[src/rtl/snake_move_ctrl_if.sv]
// Purpose: bundle of the snake controller's control, status and segment-read signals.
// Latency: none (wires only).
// Backpressure: none; the controller consumes levels and produces levels or pulses.
// Ports (signals):
//   start, left, right, up, down   master->slave  level controls.
//   food_x, food_y                 master->slave  current food cell.
//   rd_idx                         master->slave  renderer segment index.
//   food_eaten, game_over          slave->master  status.
//   head_x, head_y, snake_len      slave->master  head cell and body length.
//   rd_x, rd_y, rd_valid           slave->master  combinational segment read.
interface snake_move_ctrl_if;
  logic       start;
  logic       left;
  logic       right;
  logic       up;
  logic       down;
  logic [5:0] food_x;
  logic [5:0] food_y;
  logic       food_eaten;
  logic [5:0] head_x;
  logic [5:0] head_y;
  logic [6:0] snake_len;
  logic       game_over;
  logic [6:0] rd_idx;
  logic [5:0] rd_x;
  logic [5:0] rd_y;
  logic       rd_valid;

  modport master (
    output start, left, right, up, down, food_x, food_y, rd_idx,
    input  food_eaten, head_x, head_y, snake_len, game_over, rd_x, rd_y, rd_valid
  );

  modport slave (
    input  start, left, right, up, down, food_x, food_y, rd_idx,
    output food_eaten, head_x, head_y, snake_len, game_over, rd_x, rd_y, rd_valid
  );
endinterface

[src/rtl/snake_move_ctrl.sv]
// Purpose: snake body registers, per-tick move with wrap, growth on food, self-collision scan.
// Latency: one move every TICK_DIV cycles; head/len update at end of SHIFT; scan takes len-1 cycles.
// Backpressure: none; buttons are sampled every running cycle, read port is combinational.
// Ports: clk_i (rising edge), rst_i (async, active high), bus (snake_move_ctrl_if.slave).
module snake_move_ctrl #(
  parameter int GRID_W   = 32,
  parameter int GRID_H   = 24,
  parameter int MAX_LEN  = 64,
  parameter int TICK_DIV = 5000000
) (
  input  logic              clk_i,
  input  logic              rst_i,
  snake_move_ctrl_if.slave  bus
);

  localparam int CW = (TICK_DIV > 1) ? $clog2(TICK_DIV) : 1;
  localparam int IW = $clog2(MAX_LEN);
  localparam logic [5:0] XMAX = 6'(GRID_W - 1);
  localparam logic [5:0] YMAX = 6'(GRID_H - 1);
  localparam logic [6:0] LEN_MAX = 7'(MAX_LEN);

  typedef enum logic [2:0] {S_IDLE, S_RUN, S_SHIFT, S_CHECK, S_OVER} state_e;
  // Encoding chosen so the opposite direction is dir ^ 1.
  typedef enum logic [1:0] {D_LEFT, D_RIGHT, D_UP, D_DOWN} dir_e;

  state_e         state_q;
  dir_e           dir_q, pend_q, pend_d, req;
  logic [CW-1:0]  cnt_q;
  logic [6:0]     len_q;
  logic [IW-1:0]  chk_q;
  logic [5:0]     seg_x_q [MAX_LEN];
  logic [5:0]     seg_y_q [MAX_LEN];
  logic [5:0]     nh_x_q, nh_y_q, nx, ny;
  logic           food_eaten_q, game_over_q;
  logic           running, req_vld, hit, tick_end;
  logic [IW-1:0]  rd_sel;

  function automatic logic [5:0] init_x(int k);
    return (k < 3) ? 6'(GRID_W / 2 - k) : 6'd0;
  endfunction

  function automatic logic [5:0] init_y(int k);
    return (k < 3) ? 6'(GRID_H / 2) : 6'd0;
  endfunction

  assign running  = (state_q == S_RUN) || (state_q == S_SHIFT) || (state_q == S_CHECK);
  assign tick_end = (cnt_q == CW'(TICK_DIV - 1));

  // Direction latch and candidate head. The head is computed from pend_d on the
  // last RUN cycle, which is exactly the pend value SHIFT sees, so food_eaten
  // can be registered and be high during SHIFT itself.
  always_comb begin
    req_vld = bus.left | bus.right | bus.up | bus.down;
    req     = D_DOWN;
    if (bus.left)       req = D_LEFT;
    else if (bus.right) req = D_RIGHT;
    else if (bus.up)    req = D_UP;
    pend_d = pend_q;
    if (running && req_vld && (req != dir_e'(dir_q ^ 2'b01)))
      pend_d = req;

    nx = seg_x_q[0];
    ny = seg_y_q[0];
    case (pend_d)
      D_LEFT:  nx = (seg_x_q[0] == 6'd0) ? XMAX : seg_x_q[0] - 6'd1;
      D_RIGHT: nx = (seg_x_q[0] == XMAX) ? 6'd0 : seg_x_q[0] + 6'd1;
      D_UP:    ny = (seg_y_q[0] == 6'd0) ? YMAX : seg_y_q[0] - 6'd1;
      default: ny = (seg_y_q[0] == YMAX) ? 6'd0 : seg_y_q[0] + 6'd1;
    endcase
    hit = (nx == bus.food_x) && (ny == bus.food_y);
  end

  always_ff @(posedge clk_i or posedge rst_i) begin
    if (rst_i) begin
      state_q      <= S_IDLE;
      dir_q        <= D_RIGHT;
      pend_q       <= D_RIGHT;
      cnt_q        <= '0;
      len_q        <= 7'd3;
      chk_q        <= IW'(1);
      nh_x_q       <= '0;
      nh_y_q       <= '0;
      food_eaten_q <= 1'b0;
      game_over_q  <= 1'b0;
      for (int k = 0; k < MAX_LEN; k++) begin
        seg_x_q[k] <= init_x(k);
        seg_y_q[k] <= init_y(k);
      end
    end else begin
      food_eaten_q <= 1'b0;
      if (running) begin
        pend_q <= pend_d;
        cnt_q  <= tick_end ? '0 : cnt_q + CW'(1);
      end
      case (state_q)
        S_IDLE: begin
          cnt_q <= '0;
          if (bus.start) state_q <= S_RUN;
        end
        S_RUN: begin
          if (tick_end) begin
            state_q      <= S_SHIFT;
            nh_x_q       <= nx;
            nh_y_q       <= ny;
            food_eaten_q <= hit;
          end
        end
        S_SHIFT: begin
          for (int k = 1; k < MAX_LEN; k++) begin
            seg_x_q[k] <= seg_x_q[k-1];
            seg_y_q[k] <= seg_y_q[k-1];
          end
          seg_x_q[0] <= nh_x_q;
          seg_y_q[0] <= nh_y_q;
          dir_q      <= pend_q;
          // The old tail already sits at index len after the shift, so growing
          // just widens the window.
          if (food_eaten_q && (len_q != LEN_MAX)) len_q <= len_q + 7'd1;
          chk_q   <= IW'(1);
          state_q <= S_CHECK;
        end
        S_CHECK: begin
          if ((seg_x_q[chk_q] == seg_x_q[0]) && (seg_y_q[chk_q] == seg_y_q[0])) begin
            state_q     <= S_OVER;
            game_over_q <= 1'b1;
            cnt_q       <= '0;
          end else if (7'(chk_q) == len_q - 7'd1) begin
            state_q <= S_RUN;
          end else begin
            chk_q <= chk_q + IW'(1);
          end
        end
        S_OVER: begin
          cnt_q <= '0;
          if (bus.start) begin
            state_q     <= S_RUN;
            game_over_q <= 1'b0;
            dir_q       <= D_RIGHT;
            pend_q      <= D_RIGHT;
            len_q       <= 7'd3;
            for (int k = 0; k < MAX_LEN; k++) begin
              seg_x_q[k] <= init_x(k);
              seg_y_q[k] <= init_y(k);
            end
          end
        end
        default: state_q <= S_IDLE;
      endcase
    end
  end

  assign rd_sel = bus.rd_idx[IW-1:0];

  always_comb begin
    bus.rd_valid = (bus.rd_idx < len_q);
    bus.rd_x     = 6'd0;
    bus.rd_y     = 6'd0;
    if (bus.rd_valid) begin
      bus.rd_x = seg_x_q[rd_sel];
      bus.rd_y = seg_y_q[rd_sel];
    end
  end

  assign bus.food_eaten = food_eaten_q;
  assign bus.game_over  = game_over_q;
  assign bus.head_x     = seg_x_q[0];
  assign bus.head_y     = seg_y_q[0];
  assign bus.snake_len  = len_q;

endmodule

[src/flat_wrapper.sv]
// flat-port wrapper written by rule: the top's interface ports become plain ports
module snake_move_ctrl_flat 
#(
  parameter int GRID_W   = 32,
  parameter int GRID_H   = 24,
  parameter int MAX_LEN  = 64,
  parameter int TICK_DIV = 5000000
)
  (clk_i, rst_i, bus_start, bus_left, bus_right, bus_up, bus_down, bus_food_x, bus_food_y, bus_rd_idx, bus_food_eaten, bus_head_x, bus_head_y, bus_snake_len, bus_game_over, bus_rd_x, bus_rd_y, bus_rd_valid);
  snake_move_ctrl_if bus_i ();
  input  logic clk_i;
  input  logic rst_i;
  input wire logic [$bits(bus_i.start)-1:0] bus_start;
  input wire logic [$bits(bus_i.left)-1:0] bus_left;
  input wire logic [$bits(bus_i.right)-1:0] bus_right;
  input wire logic [$bits(bus_i.up)-1:0] bus_up;
  input wire logic [$bits(bus_i.down)-1:0] bus_down;
  input wire logic [$bits(bus_i.food_x)-1:0] bus_food_x;
  input wire logic [$bits(bus_i.food_y)-1:0] bus_food_y;
  input wire logic [$bits(bus_i.rd_idx)-1:0] bus_rd_idx;
  output wire logic [$bits(bus_i.food_eaten)-1:0] bus_food_eaten;
  output wire logic [$bits(bus_i.head_x)-1:0] bus_head_x;
  output wire logic [$bits(bus_i.head_y)-1:0] bus_head_y;
  output wire logic [$bits(bus_i.snake_len)-1:0] bus_snake_len;
  output wire logic [$bits(bus_i.game_over)-1:0] bus_game_over;
  output wire logic [$bits(bus_i.rd_x)-1:0] bus_rd_x;
  output wire logic [$bits(bus_i.rd_y)-1:0] bus_rd_y;
  output wire logic [$bits(bus_i.rd_valid)-1:0] bus_rd_valid;
  assign bus_i.start = bus_start;
  assign bus_i.left = bus_left;
  assign bus_i.right = bus_right;
  assign bus_i.up = bus_up;
  assign bus_i.down = bus_down;
  assign bus_i.food_x = bus_food_x;
  assign bus_i.food_y = bus_food_y;
  assign bus_i.rd_idx = bus_rd_idx;
  assign bus_food_eaten = bus_i.food_eaten;
  assign bus_head_x = bus_i.head_x;
  assign bus_head_y = bus_i.head_y;
  assign bus_snake_len = bus_i.snake_len;
  assign bus_game_over = bus_i.game_over;
  assign bus_rd_x = bus_i.rd_x;
  assign bus_rd_y = bus_i.rd_y;
  assign bus_rd_valid = bus_i.rd_valid;
  snake_move_ctrl #(.GRID_W(GRID_W), .GRID_H(GRID_H), .MAX_LEN(MAX_LEN), .TICK_DIV(TICK_DIV)) u_core (.clk_i(clk_i), .rst_i(rst_i), .bus(bus_i));
endmodule
[config.mk]
export PLATFORM = sky130hd
export DESIGN_NAME = snake_move_ctrl_flat
export DESIGN_NICKNAME = d
export VERILOG_FILES = /design/src/rtl/snake_move_ctrl_if.sv /design/src/rtl/snake_move_ctrl.sv /design/src/flat_wrapper.sv
export SDC_FILE = /design/constraint.sdc
export NUM_CORES = 2
export LEC_CHECK = 0
export ABC_AREA = 0
export CAP_MARGIN = 20
export CORE_MARGIN = 1.5
export CORE_UTILIZATION = 25
export CTS_CLUSTER_SIZE = 24
export DETAILED_ROUTE_END_ITERATION = 8
export REMOVE_ABC_BUFFERS = 1
export SLEW_MARGIN = 20
export SYNTH_ARGS = -nofsm -noshare
export SYNTH_HDL_FRONTEND = slang
export SYNTH_SLANG_ARGS = --single-unit
[constraint.sdc]
create_clock -name clk_i -period 36.2 [get_ports clk_i]
set_clock_uncertainty 0.1 [all_clocks]
set_input_delay 7.24 -clock clk_i [delete_from_list [all_inputs] [get_ports clk_i]]
set_output_delay 7.24 -clock clk_i [all_outputs]
set_load 0.05 [all_outputs]
Word-level counts from Yosys, hierarchy flattened
Cells that the tools add are included.
{"block": "classes", "n_addsub": 8, "n_mul": 0, "n_div": 0, "n_lt_le_gt_ge": 3, "eq_ne": 24, "shifts": 0, "n_mux": 53, "bitwise_logic": 6, "n_reduce_logical": 22}
{"cell": "case mux 384 bit (2 select lines)", "n": 2}
{"cell": "two-way mux 384 bit", "n": 2}
{"cell": "binary-select mux 6 bit (select 6 bit)", "n": 4}
{"cell": "two-way mux 6 bit", "n": 16}
{"cell": "two-way mux 23 bit", "n": 3}
{"cell": "case mux 23 bit (2 select lines)", "n": 1}
{"cell": "case mux 6 bit (2 select lines)", "n": 3}
{"cell": "equality test 6 bit", "n": 4}
{"cell": "adder 23 x 1 -> 23 bit (second input constant)", "n": 1}
{"cell": "equality test 23 bit (second input constant)", "n": 1}
{"cell": "adder 6 x 1 -> 6 bit (second input constant)", "n": 3}
{"cell": ">= comparator 7 bit (second input constant)", "n": 2}
{"cell": "two-way mux 2 bit", "n": 7}
{"cell": "two-way mux 7 bit", "n": 2}
{"cell": "NOT 6 -> 7 bit", "n": 2}
{"cell": "case mux 7 bit (2 select lines)", "n": 1}
{"cell": "equality test 6 x 5 -> 1 bit (second input constant)", "n": 2}
{"cell": "zero test 6 bit", "n": 2}
{"cell": "two-way mux 3 bit", "n": 4}
{"cell": "case mux 3 bit (4 select lines)", "n": 1}
{"cell": "AND reduction 3 bit", "n": 4}
{"cell": "subtractor 6 x 1 -> 6 bit (second input constant)", "n": 2}
{"cell": "inequality test 2 bit (second input constant)", "n": 5}
{"cell": "adder 7 x 1 -> 7 bit (second input constant)", "n": 1}
{"cell": "other kinds (24)", "n": 41}
{"block": "totals", "register_bits": 825, "latch_bits": 0, "mem_bits_rw": 0, "mem_bits_ro": 0, "inputBits": 26, "out_inout_bits": 34, "wordCells": 254, "memories": 0}

Logic depth before layout (Yosys ltp)
{"block": "depth", "ltp_word": 13, "depth_mapped": 16, "ltp_nobuf": 12}

Worst setup path after synthesis
Ideal clock, no wire load.
{"block": "synth_timing", "path_kind": "input to output", "startpoint": "input port bus_rd_idx[0]", "endpoint": "output port bus_rd_x[0]", "arrival_time_ps": 10006, "t_required_ps": 28860, "slack_ps": 18854, "path_stages": 7, "n_path_buf": 3, "cell_sequence": "clkbuf_1 buf_1 buf_1 mux4_2 mux4_2 mux4_2 nor2b_1"}
{"block": "synth_via", "elab_chain_cells": 5, "word_cells_on_any_way": 6, "classes_between": "order compare: 1; mux: 4; bitwise: 1"}
{"item": "start, declared", "line_no": "flat_wrapper.sv:20", "source": "input wire logic [$bits(bus_i.rd_idx)-1:0] bus_rd_idx;"}
{"item": "NOT 6 -> 7 bit (not written as such)", "line_no": "snake_move_ctrl.sv:159", "source": "bus.rd_x = seg_x_q[rd_sel];"}
{"item": "binary-select mux 6 bit (select 6 bit)", "line_no": "snake_move_ctrl.sv:159"}
{"item": "two-way mux 6 bit (not written as such) (2 in series)", "line_no": "snake_move_ctrl.sv:159"}
{"item": "two-way mux 6 bit *", "line_no": "snake_move_ctrl.sv:158", "source": "if (bus.rd_valid) begin"}
{"item": "end, declared", "line_no": "flat_wrapper.sv:26", "source": "output wire logic [$bits(bus_i.rd_x)-1:0] bus_rd_x;"}
Mark *: on every way between the ends. The rest lies on a longest branch, timed or not. The select of a mux whose other input is x is not followed.

Final worst setup path
{"block": "layout_timing", "startpoint": "input port bus_rd_idx[0]", "endpoint": "output port bus_rd_x[2]"}
The elaborated chain is that of the path after synthesis.

==> impl_metrics.csv <==
group,metric,value,unit
hold_path,hold_class,"register to register",
sta,min_period_over_period,53.5,%
global_route,grt_start_max_net_pins,263,
detailed_routing,drc,0,
sta,worst_slack,16.84,ns
layout,multi_input_area,0.0210,mm^2
synthesis,yosys_warnings,0,
global_route,grt_usage,13.4,%
sta,fmax,0.0517,GHz
detailed_routing,firstDrtPassIters,5,
clocking,cts_tree,"done",
job,max_cap_violations,0,
place,gp_congestion,0.804,
detailed_routing,routedWlPerCell,22.2,um
global_route,grt-ovfl-total,0,
floorplanning,dieArea,0.176,mm^2
pwr,p_leak,20.0,nW
worst_setup_path,r2r_cells,11,
synthesis,synth_edf_count,0,
layout,nFillCells,17350,
run_status,status,"finished clean",
sta,rsz0062_at_grt,"no",
layout,layout.nets,3028,
floorplanning,die_x,419,um
clocking,postCtsHoldBufs,0,
synthesis,ys.flop_type,"dfrtp_1",
worst_setup_path,r2r-start,"u_core.chk_q[0]",
sta,final_hold_viol_count,0,
clocking,numCtsBuffers,92,
synthesis,seq_area_frac_synth,47.7,%
clocking,cts_setup_buffers,0,
synthesis,synth_area,0.0433,mm^2
pwr,p_per_area,39.9,mW/mm^2
detailed_routing,vias_per_cell,5.46,
hold_path,hold_depth,2,
pwr,ir_drop,0.0348,mV
floorplanning,ios,60,
sta,maxSlewHeadroom,15.1,%
layout,drive_gt1_share,21.4,%
global_route,antenna_found_initial,4,
worst_setup_path,required,28.86,ns
global_route,grt_pass1_vias,28981,
global_route,grt_pass1_wl,186,mm
synthesis,netlist_instances,3114,
worst_setup_path,r2r_end,"u_core.cnt_q[15]",
sta,fin_setup_tns,0,ns
sta,finalCriticalPeriod,19.36,ns
synthesis,syn_avg_cell_area,13.9,um^2
clocking,worstSkewPairLatency,0.67,ns
worst_setup_path,worstSetupStartpointType,"primary input",
detailed_routing,drtAntennaViolNets,0,
worst_setup_path,startpoint,"bus_rd_idx[0]",
worst_setup_path,critPathCaptureType,"primary output",
worst_setup_path,path_max_fanout,61,
worst_setup_path,path_class,"primary input to primary output",
sta,final_max_slew_viol_count,0,
clocking,clockBufferDepth,3,
sta,tightest_slew,1.27,ns
synthesis,ys_types,73,
worst_setup_path,critPathArrivalTime,12.02,ns
worst_setup_path,r2r_setup_slack,29.97,ns
clocking,postCtsResizedCells,0,
clocking,cts.sinks,825,
floorplanning,chipHeight,419,um
synthesis,ys_ff_latch,825,
floorplanning,fp.coreArea,0.172,mm^2
detailed_routing,vias,29333,
layout,synthToLayoutAreaGrowth,13.0,%
layout,register_area,0.0207,mm^2
detailed_routing,totalWireLength,119,mm
place,place_ws,16.66,ns
floorplanning,start_util,25.2,%
synthesis,ys_async_sr_fraction,100,%
floorplanning,rows,152,
place,io_buffer_count,59,
clocking,htreeDepth,3,
sta,setup_violations,0,
worst_setup_path,crit_end,"bus_rd_x[2]",
clocking,clk_pin_slew,0.06,ns
detailed_routing,drtIter0Drc,3160,
clocking,cts_root_buf,"clkbuf_16",
place,place_hpwl,70.3,mm
-- logic make-up (layout without fill, tap and decap cells) --
| kind of cell | Yosys count | in the layout | synth area share, % |
|---|---|---|---|
| compound gates | 995 | 995 | 19.1 |
| flops | 825 | 825 | 47.7 |
| mux | 538 | 538 | 24.0 |
| buf+inv | 365 | 310 | 3.79 |
| simple gates | 306 | 306 | 3.44 |
| xor+xnor | 69 | 69 | 1.40 |
| fa+ha+maj | 16 | 16 | 0.462 |
| other cells | 0 | 1 | 0 |
-- cells in the mapped netlist, types with 30 or more instances --
cell,n,area (um^2)
inv_1,30,113
a221oi_1,35,307
nor2_1,90,338
a22o_1,757,6630
xnor2_1,43,377
o21ai_0,46,230
buf_1,35,131
nand2_1,73,274
dfrtp_1,806,20200
a21oi_1,40,200
clkbuf_1,237,890
mux2i_1,129,1290
mux4_2,401,9030
-- sequential cells by signal, summed over array words and instances, names as in the netlist --
register / cells
u_core.bus.food_eaten: 1
u_core.bus.game_over: 1
u_core.bus.head_x: 6
u_core.bus.head_y: 6
u_core.bus.snake_len: 7
u_core.chk_q: 6
u_core.cnt_q: 23
u_core.dir_q: 2
u_core.nh_x_q: 6
u_core.nh_y_q: 6
u_core.pend_q: 2
u_core.seg_x_q: 378
u_core.seg_y_q: 378
u_core.state_q: 3
-- how the worst min path moves through the flow --
stage / startpoint / to
5_1_grt: u_core.nh_x_q[3] / u_core.nh_x_q[3]
3_3_place_gp: u_core.nh_x_q[3] / u_core.nh_x_q[3]
4_1_cts: u_core.nh_x_q[3] / u_core.nh_x_q[3]
6_report: u_core.nh_x_q[3] / u_core.nh_x_q[3]
3_5_place_dp: u_core.nh_x_q[3] / u_core.nh_x_q[3]
2_1_floorplan: u_core.nh_x_q[3] / u_core.nh_x_q[3]
-- layout by cell type, fill, tap and decap left out, types with 20 or more instances in the layout --
master / netlist / final
a221oi_1: 35 / 35
mux2i_1: 129 / 129
buf_4: 27 / 45
clkbuf_8: 0 / 20
nor2b_1: 22 / 20
o21ai_0: 46 / 46
a21oi_1: 40 / 39
a22o_1: 757 / 757
dfrtp_1: 806 / 803
clkbuf_16: 0 / 94
clkdlybuf4s50_1: 0 / 53
nor2_1: 90 / 88
a22oi_1: 27 / 27
nand2_1: 73 / 72
xor2_1: 26 / 26
nand3_1: 25 / 25
clkbuf_1: 237 / 27
xnor2_1: 43 / 43
inv_1: 30 / 29
mux4_2: 401 / 401
-- power breakdown --
part | leakage, nW | internal, W | switching, W
Clock | 1.50 | 0.000561 | 0.000388
Sequential | 11.3 | 0.000926 | 0.00000330
Combinational | 7.14 | 0.0000233 | 0.0000522
Total | 20.0 | 0.00151 | 0.000444
-- metrics by stage --
step / util (%) / instances / instance area (um^2) / hold WS (ns) / total power, W
global placement: 26.6 / 5200 / 45800 / 0.355 / 0.00102
CTS: 28.4 / 5367 / 48800 / 0.375 / 0.00198
global route: 28.5 / 5369 / 48900 / 0.394 / 0.00202
detailed placement: 26.6 / 5200 / 45800 / 0.362 / 0.00102
floorplan: - / 2779 / 41800 / 0.339 / 0.000987
finish: 28.5 / 5370 / 48900 / 0.377 / 0.00195
-- critical path, cell delays in order --
cell and delay, ns:
buf_8 0.52, buf_4 0.74, buf_4 0.86, mux4_2 0.61, mux4_2 0.49, mux4_2 0.56
nor2b_1 0.16, clkdlybuf4s50_1 0.72
-- area by class of cell --
cell class	count	area share (%)
Multi-Input combinational cell	1924	43.0
Sequential cell	825	42.3
Tap cell	2310	5.91
Clock buffer	141	5.58
Timing Repair Buffer	113	2.32
Clock inverter	26	0.639
Inverter	30	0.246
Antenna cell	1	0.00512
-- layer usage --
layer	up-vias	global-route usage [%]	part of all wire, %
met5	-	0	0.0084
met1	15790	18.1	42
met3	224	2.65	6.1
li1	12373	-	-
met2	944	20.9	47
met4	2	6.05	4.5
No activity file was read; power rests on OpenSTA's default activity.
